## config.mk

```make
export PLATFORM = sky130hd
export DESIGN_NAME = writeback_stage
export DESIGN_NICKNAME = d
export VERILOG_FILES = /design/src/rtl/riscv_pkg.sv /design/src/rtl/load_extend.sv /design/src/rtl/writeback_stage.sv
export SDC_FILE = /design/constraint.sdc
export NUM_CORES = 1
export LEC_CHECK = 0
export BUFFER_PORTS_ARGS = -buffer_cell sky130_fd_sc_hd__buf_2
export CAP_MARGIN = 20
export CORE_MARGIN = 2
export CORE_UTILIZATION = 50
export CTS_BUF_LIST = sky130_fd_sc_hd__clkbuf_4
export DETAILED_ROUTE_END_ITERATION = 16
export PLACE_DENSITY_LB_ADDON = 0.12
export SYNTH_ARGS = -nofsm -noshare
export SYNTH_HDL_FRONTEND = slang
export SYNTH_HIERARCHICAL = 1
export SYNTH_SLANG_ARGS = --single-unit
```

## constraint.sdc

```tcl
create_clock -name clk -period 2.5 [get_ports clk]
set_input_delay 0.5 -clock clk [delete_from_list [all_inputs] [get_ports clk]]
set_output_delay 0.5 -clock clk [all_outputs]
set_load 0.02 [all_outputs]
```

## src/rtl/riscv_pkg.sv

```systemverilog
// Shared RISC-V decode constants for the writeback path.
// Contents: opcode and load funct3 constants, the writeback-source enum,
// and a helper that maps an opcode to its writeback source.
package riscv_pkg;

  localparam logic [6:0] OPC_LOAD  = 7'b0000011;
  localparam logic [6:0] OPC_JAL   = 7'b1101111;
  localparam logic [6:0] OPC_JALR  = 7'b1100111;
  localparam logic [6:0] OPC_LUI   = 7'b0110111;
  localparam logic [6:0] OPC_AUIPC = 7'b0010111;
  localparam logic [6:0] OPC_OP    = 7'b0110011;
  localparam logic [6:0] OPC_OPIMM = 7'b0010011;

  localparam logic [2:0] F3_LB  = 3'b000;
  localparam logic [2:0] F3_LH  = 3'b001;
  localparam logic [2:0] F3_LW  = 3'b010;
  localparam logic [2:0] F3_LBU = 3'b100;
  localparam logic [2:0] F3_LHU = 3'b101;

  // WB_NONE covers stores, branches, system and unknown opcodes.
  typedef enum logic [1:0] {
    WB_NONE = 2'd0,
    WB_ALU  = 2'd1,
    WB_MEM  = 2'd2,
    WB_PC4  = 2'd3
  } wb_src_t;

  function automatic wb_src_t wb_src_of(input logic [6:0] opc);
    wb_src_t src;
    case (opc)
      OPC_LOAD:                               src = WB_MEM;
      OPC_JAL, OPC_JALR:                      src = WB_PC4;
      OPC_LUI, OPC_AUIPC, OPC_OP, OPC_OPIMM:  src = WB_ALU;
      default:                                src = WB_NONE;
    endcase
    return src;
  endfunction

endpackage

```

## src/rtl/load_extend.sv

```systemverilog
// Purpose: select and sign/zero-extend the addressed byte/halfword of a load word.
// Latency: purely combinational.
// Backpressure: none; no handshake, result follows inputs.
// Ports: dmem_dout (raw word), funct3 (load type), off (byte offset), result (extended data).
module load_extend
  import riscv_pkg::*;
#(
  parameter int XLEN = 32
) (
  input  logic [XLEN-1:0] dmem_dout,
  input  logic [2:0]      funct3,
  input  logic [1:0]      off,
  output logic [XLEN-1:0] result
);

  logic [7:0]  byte_sel;
  logic [15:0] half_sel;

  always_comb begin
    byte_sel = dmem_dout[7:0];
    case (off)
      2'd0: byte_sel = dmem_dout[7:0];
      2'd1: byte_sel = dmem_dout[15:8];
      2'd2: byte_sel = dmem_dout[23:16];
      2'd3: byte_sel = dmem_dout[31:24];
      default: byte_sel = dmem_dout[7:0];
    endcase
    // Halfword loads ignore off[0]; misaligned halves are not split.
    half_sel = off[1] ? dmem_dout[31:16] : dmem_dout[15:0];
  end

  always_comb begin
    result = dmem_dout;
    case (funct3)
      F3_LB:   result = {{(XLEN-8){byte_sel[7]}}, byte_sel};
      F3_LBU:  result = {{(XLEN-8){1'b0}}, byte_sel};
      F3_LH:   result = {{(XLEN-16){half_sel[15]}}, half_sel};
      F3_LHU:  result = {{(XLEN-16){1'b0}}, half_sel};
      // LW and the undefined encodings return the full word.
      default: result = dmem_dout;
    endcase
  end

endmodule

```

## src/rtl/writeback_stage.sv

```systemverilog
// Purpose: final pipeline stage; drives the register-file write port and counts retired instructions.
// Latency: one cycle from capture to wr_en/Addr_D/Data_D; outputs are comb from registered state + dmem_dout.
// Backpressure: none; the stage always drains, upstream inserts bubbles.
// Ports: Inst_Execute/PC_addr_Execute/ALU_Result/Valid_Execute/flush in from execute; dmem_dout from BRAM;
//        wr_en/Addr_D/Data_D to reg_file; Inst_WB and instret as status.
module writeback_stage
  import riscv_pkg::*;
#(
  parameter int PC_W = 14,
  parameter int XLEN = 32
) (
  input  logic            clk,
  input  logic            rst_n,
  input  logic [31:0]     Inst_Execute,
  input  logic [PC_W-1:0] PC_addr_Execute,
  input  logic [XLEN-1:0] ALU_Result,
  input  logic            Valid_Execute,
  input  logic            flush,
  input  logic [XLEN-1:0] dmem_dout,
  output logic            wr_en,
  output logic [4:0]      Addr_D,
  output logic [XLEN-1:0] Data_D,
  output logic [31:0]     Inst_WB,
  output logic [63:0]     instret
);

  logic [31:0]     inst_r;
  logic [PC_W-1:0] pc_r;
  logic [XLEN-1:0] alu_r;
  logic            valid_r;
  logic [63:0]     instret_r;

  wb_src_t         src;
  logic [XLEN-1:0] load_data;
  logic [XLEN-1:0] pc4;

  always_ff @(posedge clk or negedge rst_n) begin
    if (!rst_n) begin
      inst_r  <= '0;
      pc_r    <= '0;
      alu_r   <= '0;
      valid_r <= 1'b0;
    end else begin
      inst_r  <= Inst_Execute;
      pc_r    <= PC_addr_Execute;
      alu_r   <= ALU_Result;
      valid_r <= Valid_Execute & ~flush;
    end
  end

  // Counts every instruction that reached writeback, whether or not it wrote.
  always_ff @(posedge clk or negedge rst_n) begin
    if (!rst_n) begin
      instret_r <= '0;
    end else if (valid_r) begin
      instret_r <= instret_r + 64'd1;
    end
  end

  // The load address is the ALU result, so its low bits are the byte offset.
  load_extend #(.XLEN(XLEN)) u_load_extend (
    .dmem_dout (dmem_dout),
    .funct3    (inst_r[14:12]),
    .off       (alu_r[1:0]),
    .result    (load_data)
  );

  assign src = wb_src_of(inst_r[6:0]);

  // Link address is computed at full width so PC near the top of the space does not wrap.
  assign pc4 = {{(XLEN-PC_W){1'b0}}, pc_r} + XLEN'(4);

  always_comb begin
    Data_D = alu_r;
    case (src)
      WB_MEM:  Data_D = load_data;
      WB_PC4:  Data_D = pc4;
      default: Data_D = alu_r;
    endcase
  end

  assign wr_en   = valid_r & (src != WB_NONE) & (inst_r[11:7] != 5'd0);
  assign Addr_D  = inst_r[11:7];
  assign Inst_WB = inst_r;
  assign instret = instret_r;

endmodule

```

==> impl_metrics.ini, run 1 <==
[run_status]
status = complete, but fails checks
violations = negative setup slack

[critical_path]
crit_path_max_fanout = 22
reg2reg_depth = 5
worstPathRequired_ps = 2000
slowest_stage = or4_4
slowest_delay_ps = 440
cp-end-kind = output pin
startpoint_type = flop
cp_data_arrival_time_ps = 2520
cp_cell_sequence = buf_4, mux2i_1, or4_4, o22ai_4, buf_12, a21o_1, a22o_1, buf_2
crit_type = reg2out

[timing]
worstMarginPinSlew_ps = 718
fin_hold_ws_ps = 58.9
min_period_over_period = 1.21
timing.final.ws_setup_ps = -517
setup_viol = 33
period_minus_slack_ps = 3020
rsz0062_at_grt = yes
finalSetupTns_ps = -13800
hold_violations = 0
fmax_mhz = 331
maxSlewHeadroom = 0.517
finalMaxSlewViolations = 0
clock_skew_ps = 13.5

[clock_tree]
cts_root_buffer = clkbuf_4
insertion_delay_ps = 530
clock_sinks = 143
cts.path.max_buffers = 2
path_clk_slew_ps = 120
htree_levels = 4
tritoncts = done
cts_buffers = 17

[floorplanning]
die_w_um = 116
ios = 248
start_util = 0.506
die_height_um = 116
num_rows = 41
dieArea_sq_um = 13500
core-area_sq_um = 12500

[grt]
grt_first_pass_wirelength_um = 27600
first_global_vias = 5300
grt_overflow_total = 0
grt_usage = 0.272
antenna_found_initial = 3
grt_max_degree = 54

[placed_design]
dp_hpwl_um = 13200
gp_congestion = 0.909
io_buffers = 247
place_inst = 976
place_area_sq_um = 7820

[synthesis]
synthCells = 562
seq_area_frac_synth = 0.567
synth_top_area_share = 0.567
synth_area_leader_cell = dfrtp_1
synth.area.top_cells = dfrtp_1, xnor2_1, nand2_1, xor2_1, nand4_1
syn-num-nets = 678
syn_area_sq_um = 6310
syn_area_per_cell_sq_um = 11.2
synth_cell_types = 49
ys_warn_count = 6
yosys_register_bits = 143

[route]
antenna_left = 0
vias_per_cell = 5.36
vias = 5595
drtIter0Drc = 444
drc = 0
dr.pass1.iters = 6
drt_wl_total_um = 18200
post_drt_wl_per_cell_um = 17.4

[final_layout]
seqCellArea_sq_um = 3580
drive_gt1_frac = 0.395
nets = 974
area_delta_synth_final_pct = 38.3
postLayoutCellArea_sq_um = 8720
multi_input_comb_area_sq_um = 2640
layout.cells.non_filler = 1044
n_fill_cell = 974

[worst_hold_path]
min_path_cells = 1
min_path_type = in2reg

[power_and_ir_drop]
p_leak_nw = 4.55
total_power_mw = 4.81
p_per_area_nw_per_um2 = 552
irDropWorstVdd_uv = 596

[run]
maxCapViolCount = 0
[synthesized netlist by cell type, drive strengths merged]
cell / n
dfrtp: 143
nand2: 71
xnor2: 44
nor2: 31
xor2: 29
nand4: 28
nand3: 27
a22oi: 20
o21ai: 19
a21o: 17
a22o: 17
clkbuf: 16
and3: 13
a221o: 10
nor4: 10
buf: 9
inv: 9
nor3: 9
nand2b: 7
and4: 5
nor2b: 4
a21oi: 3
and2: 3
ha: 2
or4: 2
a31oi: 1
and3b: 1
and4bb: 1
mux2: 1
mux2i: 1
mux4: 1
nand4b: 1
nor3b: 1
o21bai: 1
o22a: 1
o22ai: 1
or2: 1
or2b: 1
or3: 1
[stage by stage]
stage          utilization  setup slack, ps
3_3_place_gp         0.628            -74.4
2_1_floorplan            -             66.8
3_5_place_dp         0.628             -161
4_1_cts              0.696             -534
6_report             0.699             -517
5_1_grt              0.699             -634
[sequential cells by signal (all words and copies together) (netlist names)]
register  cells
alu_r        32
valid_r       1
instret      64
pc_r         14
Inst_WB      32
[layer usage]
metal | up-vias | part of all wire | GRT usage
met5 | - | 0.0015 | 0
met4 | 4 | 0.025 | 0.110
met3 | 43 | 0.074 | 0.0747
met2 | 275 | 0.49 | 0.426
met1 | 2678 | 0.41 | 0.362
li1 | 2595 | - | -
[final timing paths]
kind                       slack (ps)                     from                       to
setup / recovery                 -520       alu_r[1]$_DFF_PN0_               Data_D[24]
hold / removal                     60         Inst_Execute[21]    Inst_WB[21]$_DFF_PN0_
setup reg to reg                  220  instret[13]$_DFFE_PN0P_  instret[50]$_DFFE_PN0P_
hold reg to reg                   480  instret[63]$_DFFE_PN0P_  instret[63]$_DFFE_PN0P_
max in group asynchronous        1370                    rst_n  instret[21]$_DFFE_PN0P_
min in group asynchronous         470                    rst_n    Inst_WB[25]$_DFF_PN0_
[worst max-delay path: cells and delay by family, from the launching register on]
kind,cells,cell delay (ps)
simple gates,1,440
mux,1,150
compound gates,3,420
buf+inv,3,560
flops,1,420
[layout by cell type (no fill, tap or decap), types with 17 or more instances in the layout]
master	instances
a21o_1	17
a22o_1	17
a22oi_1	17
buf_2	235
buf_4	24
clkbuf_4	18
dfrtp_1	143
dlygate4sd3_1	19
nand2_1	67
nand3_1	27
nand4_1	25
nor2_1	29
o21ai_1	17
xnor2_1	44
xor2_1	29
[power breakdown]
group	switching (mW)	total (mW)	leakage, nW	internal (mW)
Combinational	0.424	0.750	2.59	0.327
Sequential	0.108	2.53	1.81	2.42
Clock	0.833	1.53	0.150	0.702
[cell type report]
type	count	share of cell area
clock buffers	18	0.0155
well taps	172	0.0247
multi-input cells	385	0.303
flip-flops and latches	143	0.410
repair buffers	302	0.223
inverters	9	0.00387
diodes	1	0.000287
clock inverters	14	0.0192
[what timing repair did]
action | CTS | global route
pin swaps | 9 | 7
resized for setup | 51 | 10
endpoints found under the setup margin | 33 | 33
gates cloned | 5 | 0
endpoints found under the hold margin | 63 | 4
buffers inserted | 11 | 2
hold buffers | 15 | 4
[cell families (layout without fill, tap and decap cells)]
family | count (synthesis) | in the layout | share of synthesized area
other cells | 0 | 1 | 0
buf+inv | 34 | 343 | 0.0254
flops | 143 | 143 | 0.567
xor+xnor | 73 | 73 | 0.101
fa+ha+maj | 2 | 2 | 0.00397
mux | 3 | 3 | 0.00694
simple gates | 217 | 217 | 0.187
compound gates | 90 | 90 | 0.108
(Power assumes the default switching activity.)
==> run 2, diff against run 1 <==
Settings changed: RECOVER_POWER set to 25.
==> impl_metrics.ini, run 2 (synthesized netlist as in run 1, its figures left out) <==
[final_layout]
final_common_cell = buf_2
drive_gt1_frac = 0.395
area_delta_synth_final_pct = 38.2
n_fill_cell = 975
multi_input_comb_area_sq_um = 2640
nets = 974
utilization = 0.699
seqCellArea_sq_um = 3580
largest_register_ffs = 64
final_cell_mix = buf_2, dfrtp_1, nand2_1, xnor2_1

[floorplanning]
num_rows = 41
core-area_sq_um = 12500
dieArea_sq_um = 13500
die_height_um = 116
start_util = 0.506
die_w_um = 116
ios = 248

[critical_path]
startpoint = alu_r[1]$_DFF_PN0_
crit_family = buffers and inverters
crit_buf_inv = 3
startpoint_type = flop
worstPathRequired_ps = 2000
slowest_delay_ps = 440
cp_data_arrival_time_ps = 2520
cp.depth = 8
cp_cell_sequence = buf_4, mux2i_1, or4_4, o22ai_4, buf_12, a21o_1, a22o_1, buf_2
reg2reg_depth = 5
crit_type = reg2out
r2r_start = instret[13]$_DFFE_PN0P_
cp-end-kind = output pin
slowest_stage = or4_4
crit_path_max_fanout = 22

[clock_tree]
tritoncts = done
path_clk_slew_ps = 120
cts_buffers = 17
cts.path.max_buffers = 2
htree_levels = 4
insertion_delay_ps = 530
clock_sinks = 143
cts_root_buffer = clkbuf_4

[placed_design]
place_ws_ps = -161
io_buffers = 247
dp_hpwl_um = 13200
gp_congestion = 0.909

[worst_hold_path]
min_path_cells = 1
min_path_type = in2reg
min_from = Inst_Execute[21]

[grt]
antenna_found_initial = 3
first_global_vias = 5300
grt_first_pass_wirelength_um = 27600
grt_overflow_total = 0
grt_usage = 0.272
grt_max_degree = 54

[timing]
maxSlewHeadroom = 0.114
setup_viol = 33
finalMaxSlewViolations = 0
min_period_over_period = 1.21
timing.final.ws_setup_ps = -518
period_minus_slack_ps = 3020
fmax_mhz = 331
worstMarginPinSlew_ps = 1330
clock_skew_ps = 13.5
hold_violations = 0
rsz0062_at_grt = yes

[route]
antenna_left = 0
drc = 0
drt_wl_total_um = 18200
post_drt_wl_per_cell_um = 17.4
drtIter0Drc = 444
vias_per_cell = 5.36
vias = 5594
dr.pass1.iters = 5

[power_and_ir_drop]
irDropWorstVdd_uv = 596
p_leak_nw = 4.54
p_per_area_nw_per_um2 = 552
total_power_mw = 4.81

[run_status]
status = complete, but fails checks
violations = negative setup slack

[run]
maxCapViolCount = 0
## run 2: cell types whose count changed in the layout (fill, tap and decap cells not counted)
cell / change
buf_6: -1
clkbuf_2: +1
## run 2: area by class of cell
class,count,share of cell area
antenna,1,0.000287
clock buffer,18,0.0155
clock inverter,14,0.0192
inverter,9,0.00388
multi-input combinational,385,0.303
sequential,143,0.411
tap,172,0.0247
timing repair buffer,302,0.223
## run 2: path summary, 6_finish.rpt
kind,end,slack [ps]
max,Data_D[24],-520
min,Inst_WB[21]$_DFF_PN0_,60
max reg2reg,instret[50]$_DFFE_PN0P_,240
min reg2reg,instret[63]$_DFFE_PN0P_,480
max in group asynchronous,Inst_WB[13]$_DFF_PN0_,770
min in group asynchronous,Inst_WB[25]$_DFF_PN0_,790
## run 2: repair_timing
item,CTS,global route
pin swaps,9,7
cloned,5,0
hold buffers,15,4
buffers inserted,11,2
endpoints found under the setup margin,33,33
hold endpoints to repair,63,4
gates resized for setup,51,10
## run 2: layer usage
metal / wire length (um) / GRT usage / vias up
li1: - / - / 2597
met1: 7580 / 0.362 / 2686
met2: 8810 / 0.426 / 266
met3: 1330 / 0.0747 / 41
met4: 434 / 0.110 / 4
met5: 27 / 0 / -
## run 2: power breakdown
| part | internal, mW | switching [mW] |
|---|---|---|
| sequential | 2.42 | 0.108 |
| combinational | 0.326 | 0.424 |
| clock | 0.702 | 0.832 |
| total | 3.45 | 1.36 |
## run 2: worst reg2reg max path: stages (launching register included)
cell and delay, ps:
dfrtp_1 470, nand4_1 250, nor4_2 710, nand4_2 370, nor3_2 220, xor2_1 180
## run 2: metrics by stage
stage,instance area (sq um),hold slack (ps),cells,setup TNS (ps)
detailed placement,7820,460,976,-701
global route,8710,0.0485,1044,-17700
global placement,7820,456,976,-468
CTS,8670,0.0391,1039,-15070
floorplan,6310,204,562,0
finish,8710,58.8,1044,-13850
